**config.mk**
```make
export PLATFORM = sky130hd
export DESIGN_NAME = count_history_display_flat
export DESIGN_NICKNAME = d
export VERILOG_FILES = /design/src/rtl/count_history_display_if.sv /design/src/rtl/count_history_display.sv /design/src/flat_wrapper.sv
export SDC_FILE = /design/constraint.sdc
export NUM_CORES = 1
export LEC_CHECK = 0
export CORE_MARGIN = 5
export CORE_UTILIZATION = 40
export CTS_CLUSTER_DIAMETER = 80
export DETAILED_ROUTE_END_ITERATION = 7
export SETUP_SLACK_MARGIN = 0.05
export SLEW_MARGIN = 20
export SYNTH_ARGS = -nofsm -noshare
export SYNTH_HDL_FRONTEND = slang
export SYNTH_SLANG_ARGS = --single-unit
```
**constraint.sdc**
```tcl
create_clock -name clk -period 4.1 [get_ports clk]
set_input_delay 0.82 -clock clk [delete_from_list [all_inputs] [get_ports clk]]
set_output_delay 0.82 -clock clk [all_outputs]
set_load 0.01 [all_outputs]
```
**src/rtl/count_history_display_if.sv**
```systemverilog
// Display-stage bus: the counter strobe coming in and the display pins going out.
interface count_history_display_if;
  logic       in_valid;
  logic [3:0] in_value;
  logic [3:0] an;
  logic [6:0] seg;
  logic       dp;
  logic [3:0] wrap_cnt;

  // Producer side: drives the strobe, observes the display pins.
  modport master (
    output in_valid, in_value,
    input  an, seg, dp, wrap_cnt
  );

  // Display block side.
  modport slave (
    input  in_valid, in_value,
    output an, seg, dp, wrap_cnt
  );
endinterface

```
**src/rtl/count_history_display.sv**
```systemverilog
// Captures strobed counter values into a three-deep history, counts wraps,
// and scans history plus wrap count onto a 4-digit common-anode display.
module count_history_display #(
  parameter int SCAN_W = 17
) (
  input  logic                        clk,
  input  logic                        rst_n,
  count_history_display_if.slave      bus
);

  logic [3:0]        h0_q, h1_q, h2_q;
  logic [3:0]        h0_d, h1_d, h2_d;
  logic [3:0]        wrap_q, wrap_d;
  logic [SCAN_W-1:0] div_q, div_d;
  logic [1:0]        idx_q, idx_d;
  logic [3:0]        an_q, an_d;
  logic [6:0]        seg_q, seg_d;
  logic              dp_q, dp_d;
  logic [3:0]        digit;

  // Active-low hex decoder, bit order {g,f,e,d,c,b,a}.
  function automatic logic [6:0] hex_to_seg(input logic [3:0] v);
    logic [6:0] s;
    case (v)
      4'h0: s = 7'b1000000;
      4'h1: s = 7'b1111001;
      4'h2: s = 7'b0100100;
      4'h3: s = 7'b0110000;
      4'h4: s = 7'b0011001;
      4'h5: s = 7'b0010010;
      4'h6: s = 7'b0000010;
      4'h7: s = 7'b1111000;
      4'h8: s = 7'b0000000;
      4'h9: s = 7'b0010000;
      4'hA: s = 7'b0001000;
      4'hB: s = 7'b0000011;
      4'hC: s = 7'b1000110;
      4'hD: s = 7'b0100001;
      4'hE: s = 7'b0000110;
      default: s = 7'b0001110;
    endcase
    return s;
  endfunction

  // Next-state for history, wrap counter and scan position.
  always_comb begin
    h0_d   = h0_q;
    h1_d   = h1_q;
    h2_d   = h2_q;
    wrap_d = wrap_q;
    if (bus.in_valid) begin
      h2_d = h1_q;
      h1_d = h0_q;
      h0_d = bus.in_value;
      // A smaller value than the previous newest sample means the counter rolled over.
      if (bus.in_value < h0_q) wrap_d = wrap_q + 4'd1;
    end
    div_d = div_q + 1'b1;
    idx_d = (&div_q) ? idx_q + 2'd1 : idx_q;
  end

  // Output stage works from the current registers, so pins lag idx/history by one cycle.
  always_comb begin
    case (idx_q)
      2'd0:    digit = h0_q;
      2'd1:    digit = h1_q;
      2'd2:    digit = h2_q;
      default: digit = wrap_q;
    endcase
    an_d  = ~(4'b0001 << idx_q);
    seg_d = hex_to_seg(digit);
    dp_d  = (idx_q != 2'd3);
  end

  // State and output registers; reset blanks the display and drops any in-flight sample.
  always_ff @(posedge clk) begin
    if (!rst_n) begin
      h0_q   <= '0;
      h1_q   <= '0;
      h2_q   <= '0;
      wrap_q <= '0;
      div_q  <= '0;
      idx_q  <= '0;
      an_q   <= 4'b1111;
      seg_q  <= 7'b1111111;
      dp_q   <= 1'b1;
    end else begin
      h0_q   <= h0_d;
      h1_q   <= h1_d;
      h2_q   <= h2_d;
      wrap_q <= wrap_d;
      div_q  <= div_d;
      idx_q  <= idx_d;
      an_q   <= an_d;
      seg_q  <= seg_d;
      dp_q   <= dp_d;
    end
  end

  assign bus.an       = an_q;
  assign bus.seg      = seg_q;
  assign bus.dp       = dp_q;
  assign bus.wrap_cnt = wrap_q;

endmodule

```
**src/flat_wrapper.sv**
```systemverilog
// flat-port wrapper written by rule: the top's interface ports become plain ports
module count_history_display_flat 
#(
  parameter int SCAN_W = 17
)
  (clk, rst_n, bus_in_valid, bus_in_value, bus_an, bus_seg, bus_dp, bus_wrap_cnt);
  count_history_display_if bus_i ();
  input  logic clk;
  input  logic rst_n;
  input wire logic [$bits(bus_i.in_valid)-1:0] bus_in_valid;
  input wire logic [$bits(bus_i.in_value)-1:0] bus_in_value;
  output wire logic [$bits(bus_i.an)-1:0] bus_an;
  output wire logic [$bits(bus_i.seg)-1:0] bus_seg;
  output wire logic [$bits(bus_i.dp)-1:0] bus_dp;
  output wire logic [$bits(bus_i.wrap_cnt)-1:0] bus_wrap_cnt;
  assign bus_i.in_valid = bus_in_valid;
  assign bus_i.in_value = bus_in_value;
  assign bus_an = bus_i.an;
  assign bus_seg = bus_i.seg;
  assign bus_dp = bus_i.dp;
  assign bus_wrap_cnt = bus_i.wrap_cnt;
  count_history_display #(.SCAN_W(SCAN_W)) u_core (.clk(clk), .rst_n(rst_n), .bus(bus_i));
endmodule
```
# Yosys cells after proc, flatten, opt, wreduce, memory -nomap -nowiden
# Memories as Yosys holds them, arrays and structs flattened. A register that Yosys moved wholly into a read port is not among the register bits.
# Index checks and enable logic that the tools add are counted.
dict set report totals {
  elab_cells 23
  latch_bits 0
  output_inout_bits 16
  n_memories 1
  rom_bits 112
  ram_bits 0
  regBits 40
}
dict set report op_classes {
  div 0
  multipliers 0
  muxes 1
  shifts 1
  addsub 3
  order_cmp 1
  n_reduce_logical 4
  eq_ne 3
  bitwise_logic 1
}
# memory words word_bits rd rd_ports_with_merged_regs wr line_no
set memory_table {}
lappend memory_table {{(no name shown)} 16 7 1 1 0 count_history_display.sv:24} ;# case (v)
# operator count
set ops {}
lappend ops {{17-bit by 1-bit adder with 17-bit output (second input constant)} 1}
lappend ops {{17-bit AND reduction} 1}
lappend ops {{4-bit case mux with 3 select lines} 1}
lappend ops {{4-bit by 1-bit adder with 4-bit output (second input constant)} 1}
lappend ops {{4-bit less-than comparator} 1}
lappend ops {{4-bit NOT} 1}
lappend ops {{1-bit by 2-bit << shifter with 4-bit output (first input constant)} 1}
lappend ops {{2-bit by 1-bit adder with 2-bit output (second input constant)} 1}
lappend ops {{2-bit by 1-bit equality test with 1-bit output (second input constant)} 1}
lappend ops {{2-bit equality test (second input constant)} 1}
lappend ops {{2-bit zero test} 1}
lappend ops {{2-bit != test (second input constant)} 1}
lappend ops {{2-bit AND reduction} 1}
lappend ops {{1-bit zero test} 1}

# Logic depth before layout (Yosys ltp)
# Gate-level depths: netlist of run 1.
dict set report logic_depth {
  word_depth 2
  mapped_depth 9
  ltp_nobuf 9
}

# Worst setup path after synthesis of run 1
# No wires, ideal clock.
dict set report synth_path {
  path_kind {input port to flip-flop}
  startpoint {input port bus_in_value[3]}
  endpoint {register u_core.wrap_q[3], in the netlist u_core.bus.wrap_cnt[3]}
  stages 6
  setup_ns 0.070
  setup_slack_ns 1.949
  arrival_ns 2.081
  path_cell_list {ha_1 nand2b_1 a2111oi_4 nor2_2 or3_1 a21oi_1}
}
dict set report synth_via {
  elab_chain_len 2
}
# element line_no
set synth_lines {}
lappend synth_lines {{start, declared} flat_wrapper.sv:11} ;# input wire logic [$bits(bus_i.in_value)-1:0] bus_in_value;
lappend synth_lines {{4-bit less-than comparator} count_history_display.sv:56} ;# if (bus.in_value < h0_q) wrap_d = wrap_q + 4'd1;
lappend synth_lines {{2-bit AND reduction (no line)} -}
lappend synth_lines {{end signal, assigned} count_history_display.sv:91} ;# wrap_q <= wrap_d;
lappend synth_lines {{end, declared} count_history_display.sv:13} ;# logic [3:0] wrap_q, wrap_d;
# No other way between the ends.
# A chain may end at the register's enable or synchronous reset.

# Worst setup path in the final report of run 1
dict set report layout_path {
  startpoint {register u_core.idx_q[0]}
  endpoint {register u_core.seg_q[0], in the netlist u_core.bus.seg[0]}
}
dict set report layout_via {
  elab_chain_len 2
  word_cells_on_any_way 4
  cone_classes {eq/ne: 2; mux: 1; reduce/logical: 1}
}
# element line_no
set layout_lines {}
lappend layout_lines {{start, declared} count_history_display.sv:15} ;# logic [1:0] idx_q, idx_d;
lappend layout_lines {{start signal, assigned} count_history_display.sv:93} ;# idx_q <= idx_d;
lappend layout_lines {{2-bit equality test (tied with other cells)} count_history_display.sv:64} ;# case (idx_q)
lappend layout_lines {{4-bit case mux with 3 select lines *} count_history_display.sv:64}
lappend layout_lines {{end, declared} count_history_display.sv:17} ;# logic [6:0] seg_q, seg_d;
# Every way passes the cells marked *; elsewhere a longest branch is shown, timed or not.

==> results of run 1 <==
==> through the flow <==
stage | hold WS (ps) | utilization, %
CTS | 490.6 | 49.39
global placement | 459.0 | 46.71
global route | 518.1 | 49.46
floorplan | 437.2 | -
finish | 483.3 | 49.46
detailed placement | 477.6 | 46.71
==> Yosys cell counts, drive strengths merged, types with 2 or more instances <==
cell / n / area share (%)
a21oi: 10 / 2.5
a222oi: 4 / 1.9
and2: 2 / 0.59
and3: 5 / 1.5
and4: 3 / 1.2
buf: 4 / 1.1
clkbuf: 4 / 0.71
dfxtp: 46 / 43
ha: 17 / 10
inv: 12 / 2.1
mux2: 3 / 1.6
mux2i: 15 / 7.1
nand2: 13 / 2.3
nand2b: 3 / 0.88
nand3: 6 / 1.4
nor2: 35 / 6.3
nor2b: 4 / 1.2
o21ai: 4 / 0.94
o221ai: 2 / 0.83
o311ai: 2 / 0.83
or3: 3 / 0.88
xnor2: 8 / 3.3
xor2: 8 / 3.3
==> per-layer routing <==
| metal | up-vias | GRT usage (%) | wire (um) |
|---|---|---|---|
| met5 | - | 0 | 0 |
| met4 | 0 | 4.458 | 63 |
| met3 | 5 | 4.257 | 169 |
| met2 | 24 | 16.55 | 1606 |
| met1 | 681 | 15.89 | 1930 |
| li1 | 803 | - | - |
==> cell type report <==
| type | instances | share of cell area (%) |
|---|---|---|
| clock buffer | 5 | 2.707 |
| clock inverter | 3 | 2.707 |
| inverter | 12 | 1.772 |
| multi-input combinational | 156 | 44.19 |
| sequential | 46 | 36.22 |
| tap | 70 | 3.445 |
| timing repair buffer | 23 | 8.957 |
==> tightest hold or removal path, delay by kind of cell (launching register included) <==
kind	cells	cell delay (ps)
DFF	1	320
AOI/OAI and AO/OA	2	130
==> cell usage in the layout (no fill, tap or decap), types with 2 or more instances in the layout <==
master / n
a21oi_1: 8
a21oi_2: 2
a222oi_1: 4
and2_1: 2
and3_1: 5
and4_1: 3
bufinv_16: 2
clkbuf_8: 5
clkdlybuf4s50_1: 22
dfxtp_1: 46
ha_1: 17
inv_1: 11
mux2_1: 2
mux2i_1: 15
nand2_1: 13
nand2b_1: 3
nand3_1: 6
nor2_1: 34
nor2b_1: 4
o21ai_1: 3
o221ai_1: 2
o311ai_1: 2
or3_1: 3
xnor2_1: 8
xor2_1: 8
==> power groups by stage <==
stage | clock (uW) | sequential, uW | combinational (uW)
2_1_floorplan | 0 | 486 | 59.0
3_3_place_gp | 0 | 483 | 100
3_5_place_dp | 0 | 484 | 100
4_1_cts | 414 | 473 | 101
5_1_grt | 438 | 476 | 113
6_report | 401 | 473 | 99.6
==> kinds of logic after synthesis <==
| group | count (synthesis) | synth area share (%) |
|---|---|---|
| fa+ha+maj | 17 | 10.02 |
| xor+xnor | 16 | 6.600 |
| mux | 18 | 8.662 |
| simple gates | 79 | 17.86 |
| buf+inv | 20 | 3.889 |
| compound gates | 26 | 9.605 |
| flops | 46 | 43.37 |
==> path summary, 6_finish.rpt <==
path	startpoint	end	slack (ps)
worst min-delay path	u_core.div_q[5]$_SDFF_PN0_	u_core.div_q[5]$_SDFF_PN0_	480
worst max register to register	u_core.idx_q[0]$_SDFFE_PN0P_	u_core.bus.seg[0]$_SDFF_PN1_	1510
worst max-delay path	u_core.idx_q[0]$_SDFFE_PN0P_	u_core.bus.seg[0]$_SDFF_PN1_	1510
worst min register to register	u_core.div_q[5]$_SDFF_PN0_	u_core.div_q[5]$_SDFF_PN0_	480
==> sequential cells by signal, summed over array words and instances, names as in the netlist <==
name                 count
u_core.h0_q              4
u_core.h2_q              4
u_core.bus.dp            1
u_core.bus.wrap_cnt      4
u_core.bus.seg           7
u_core.idx_q             2
u_core.bus.an            3
u_core.h1_q              4
u_core.div_q            17
==> key figures, run 1 <==
Setup path
  – CP max-delay cell: a222oi_1
  – CP delay by family, top: compound AO/OA/AOI/OAI gates
  – Crit path max fanout: 6
  – CP Data Required Time: between 4000 and 5000 ps
  – CP peak stage delay: 480 ps
  – Crit-path cells: inv_1 -> ha_1 -> a222oi_1 -> mux2_2 -> inv_1 -> ha_1 -> or3b_1 -> o221ai_1 -> nand2_1
  – Critical Path End Type: register
  – CP Depth: 9
  – R2R depth: 9
  – CP Launch Type: register
  – CP Data Arrival Time: 2760 ps
  – Crit path buffers/inverters: 2
  – Crit Path Class: reg -> reg

Synthesis
  – Mapped Nets: approximately 250
  – Cells after Synth: 222
  – Post-synth EDFFs: 0
  – Ys async rst share: 0%
  – Synth cell types: 38
  – Post-Syn Area: 0.002123 mm^2
  – Sequential fraction of the synthesis area: 43.37%
  – Primary FF master, synth: dfxtp_1
  – Avg Inst Size Synth: 9.564 um^2
  – YS warnings: 0
  – Number of synthesized register bits: 46

Cells and area
  – Register Area: approximately 920 um^2
  – Area of the multi-input gates: 0.001124 mm^2
  – Share of cells above drive strength 1: 6.122%
  – Final Non-Filler Cells: 315
  – FILL cells: 507
  – Fin area: around 0.0025 mm^2
  – Antenna diodes: 0
  – Syn-to-layout area delta: 19.74%
  – Fin nets: 268

Floorplan
  – Initial Util: between 40 and 50%
  – Die X: 82.86 um
  – # rows: 26
  – Core area: 0.005140 mm^2
  – Ports: 23
  – Die area: 0.006865 mm^2
  – Die height: 82.86 um

Clock network
  – Num CTS Buffers: 5
  – CTS Sinks: 46
  – Post-CTS Resized: 0
  – Htree depth: 2
  – CTS clk-pin slew, worst paths: approximately 90 ps
  – Hold buffers post-CTS: 0
  – Clock latency on the worst-skew pair: 300 ps
  – Clock root cell: clkbuf_8
  – Setup bufs post-CTS: 0
  – CTS tree: yes
  – Clk buf depth: 2

Hold path
  – Hold Path Stages: 2
  – Min-Delay Path Class: reg -> reg

Power
  – Sw Share: 22.37%
  – Worst VDD drop: 0.0002125 V
  – Internal Power: 756.2 uW
  – Logic pwr share: roughly 10%
  – Lkg Pwr: about 0.0010 uW
  – Clock share of power: 41.2%
  – PwrDens: 383.2 mW/mm^2
  – Sequential fraction of design power: 48.6%
  – Psw: around 220 uW
  – Total power: 974.2 uW

Route
  – Pre-Repair DR Iteration Count: 4
  – # DRC: 0
  – Vias: around 1500
  – First DRT Iteration DRCs: 127
  – Post-route ant nets: 0
  – Routed WL: between 3000 and 4000 um
  – Vias per inst: 4.803
  – Routed len/inst: about 12 um

Outcome
  – Status: finished clean

STA
  – Final setup viols: 0
  – Final TNS setup: 0 ps
  – Period Utilization, post-route: 63.06%
  – Final min period: 2585 ps
  – Final Hold Viols: 0
  – RSZ-0062 raised after global routing: no
  – Slew Viols, Final: 0
  – Final worst slack: 1515 ps
  – Worst-Margin Slew: 654.3 ps
  – F_max: 386.8 MHz
  – Max Clock Skew: 7.363 ps
  – Slew margin rel.: roughly 56%

Global routing
  – All-layer global routing usage: 11.61%
  – First-pass GRT wire length: around 6600 um
  – Vias in the first global route: 1406
  – Initial antenna violation count: 0
  – Grt total ovfl: 0
  – Pin count of the biggest net entering global routing: 37

Place
  – Dpl cells: ~300
  – DP Area: 0.002401 mm^2
  – Dpl ws: 1349 ps
  – Dpl hpwl: 2664 um
  – PortBufs: 22
  – RD Place Congestion: 0.7757

Flow run
  – Max Cap Viol: 0
(Power assumes the default switching activity.)
==> run 2: changes to the inputs <==
clock period = 2.49 ns   (was 4.1 ns; I/O delays follow)
==> run 2 against run 1 <==
Net effect: first-iteration DRC count down 18%; sequential power up 64%; worst setup slack worse by 1300 ps; non-clock buffer count rose by 6; critical endpoint is now u_core.bus.seg[1]$_SDFF_PN1_; routed wire length grew 3.3%; register-to-register slack worse by 1300 ps; combinational power is 74% higher; clock power is 18% higher; total power is 46% higher.
==> key figures, run 2 (synthesis results as in run 1) <==
STA
  – Final Hold Viols: 0
  – F_max: 433.2 MHz
  – Slew margin rel.: 55.71%
  – RSZ-0062 raised after global routing: no
  – Final setup viols: 0
  – Period Utilization, post-route: 92.71%
  – Final TNS setup: 0 ps
  – Slew Viols, Final: 0
  – Max Clock Skew: 5.707 ps
  – Final min period: 2308 ps
  – Worst-Margin Slew: 664.3 ps
  – Hold WS: 477.1 ps

Cells and area
  – FILL cells: about 520
  – Leading cell type in the layout, fill and taps excluded: dfxtp_1
  – Largest register by flop count: u_core.div_q
  – Fin area: 0.002554 mm^2
  – Fin nets: between 200 and 300
  – Max FFs per register: 17
  – Area of the multi-input gates: 0.001127 mm^2
  – Share of cells above drive strength 1: ~9.2%
  – Register Area: 925.9 um^2
  – Most frequent cells in the layout: dfxtp_1 (44), nor2_1 (34), clkdlybuf4s50_1 (22)
  – Antenna diodes: 0
  – Syn-to-layout area delta: 20.27%

Global routing
  – All-layer global routing usage: 11.60%
  – Initial antenna violation count: 0
  – Pin count of the biggest net entering global routing: 25
  – Vias in the first global route: 1484
  – First-pass GRT wire length: 6693 um
  – Grt total ovfl: 0

Setup path
  – CP Data Arrival Time: 2500 ps
  – Crit Path Class: reg -> reg
  – Critical Path End Type: register
  – Crit path max fanout: 6
  – CP Data Required Time: 2680 ps
  – CP Launch Type: register

Floorplan
  – Core area: 0.005140 mm^2
  – # rows: 26
  – Initial Util: around two fifths
  – Die height: 82.86 um
  – Die area: 0.006865 mm^2
  – Ports: 23
  – Die X: roughly 83 um

Route
  – Met3 WL post-DR: about 150 um
  – First DRT Iteration DRCs: roughly 100
  – Routed len/inst: between 10 and 15 um
  – # DRC: 0
  – Post-route ant nets: 0
  – Top Layer Used: met4
  – Vias: 1564
  – Met2 Wirelength: roughly 1700 um
  – Pre-Repair DR Iteration Count: 4
  – Met1 WL: between 2000 and 2500 um
  – Routed WL: 3892 um
  – Vias per inst: around 4.9

Clock network
  – Num CTS Buffers: 5
  – Clock root cell: clkbuf_8
  – CTS clk-pin slew, worst paths: 90 ps
  – Htree depth: 2
  – Clk buf depth: 2
  – CTS tree: yes
  – Clock latency on the worst-skew pair: 290 ps
  – CTS Sinks: 46
  – Hold buffers post-CTS: 0

Place
  – RD Place Congestion: 0.7198
  – DP Area: 0.002424 mm^2
  – PortBufs: 22
  – Dpl hpwl: 2735 um

Power
  – PwrDens: 558.1 mW/mm^2
  – Worst VDD drop: roughly 0.00040 V
  – Lkg Pwr: 0.001042 uW

Outcome
  – Status: finished clean

Hold path
  – Min-Delay Path Class: reg -> reg

Flow run
  – Max Cap Viol: 0
==> run 2: changes by cell type in the layout (fill, tap and decap cells not counted), sizes merged <==
cell,previous run,this run
buf,1,7
bufinv,2,0
clkbuf,5,6
clkinvlp,0,1
==> run 2: stage by stage <==
stage	setup slack [ps]	std cells	power [uW]	util, %
6_report	181.6	321	1425	49.68
4_1_cts	76.47	318	1435	49.08
5_1_grt	60.61	321	1501	49.68
2_1_floorplan	342.1	222	897.8	-
3_5_place_dp	73.08	310	965.3	47.15
3_3_place_gp	126.9	310	965.2	47.15
==> run 2: power breakdown <==
part | internal (uW) | switching, uW | leakage (uW) | total (uW)
Clock | 223 | 251 | 0.0000472 | 474
Combinational | 88.6 | 84.1 | 0.000618 | 173
Sequential | 760 | 17.5 | 0.000377 | 778
Total | 1070 | 353 | 0.00104 | 1430
==> run 2: layout make-up <==
class	count	share of cell area, %
Clock buffer	6	3.234
Clock inverter	2	0.4900
Inverter	12	1.764
Multi-Input combinational cell	156	44.14
Sequential cell	46	36.26
Tap cell	70	3.430
Timing Repair Buffer	29	10.68
==> run 2: path summary, 6_finish.rpt <==
| path | startpoint | to | slack [ps] | depth (start not counted) |
|---|---|---|---|---|
| hold reg to reg | u_core.div_q[0]$_SDFF_PN0_ | u_core.div_q[0]$_SDFF_PN0_ | 480 | 1 |
| setup / recovery | u_core.idx_q[0]$_SDFFE_PN0P_ | u_core.bus.seg[1]$_SDFF_PN1_ | 180 | 9 |
| hold / removal | u_core.div_q[0]$_SDFF_PN0_ | u_core.div_q[0]$_SDFF_PN0_ | 480 | 1 |
| setup reg to reg | u_core.idx_q[0]$_SDFFE_PN0P_ | u_core.bus.seg[1]$_SDFF_PN1_ | 180 | 9 |
==> run 2: worst max-delay path, stage by stage (launching register included) <==
cell	delay, ps
dfxtp_4	380
inv_1	60
ha_1	250
a222oi_1	490
a21oi_2	180
inv_1	140
ha_1	250
nor2_1	110
a21oi_1	50
a211o_1	300
==> run 2: repair_timing <==
| action | in CTS | in global routing |
|---|---|---|
| setup endpoints to repair | 1 | 7 |
| setup buffers | 0 | 3 |
| gates resized for setup | 1 | 4 |
| pin swaps | 0 | 1 |
==> run 2: layer usage <==
layer / up-vias / global-route usage, %
li1: 815 / -
met1: 721 / 15.67
met2: 22 / 17.35
met3: 6 / 4.059
met4: 0 / 3.566
met5: - / 0
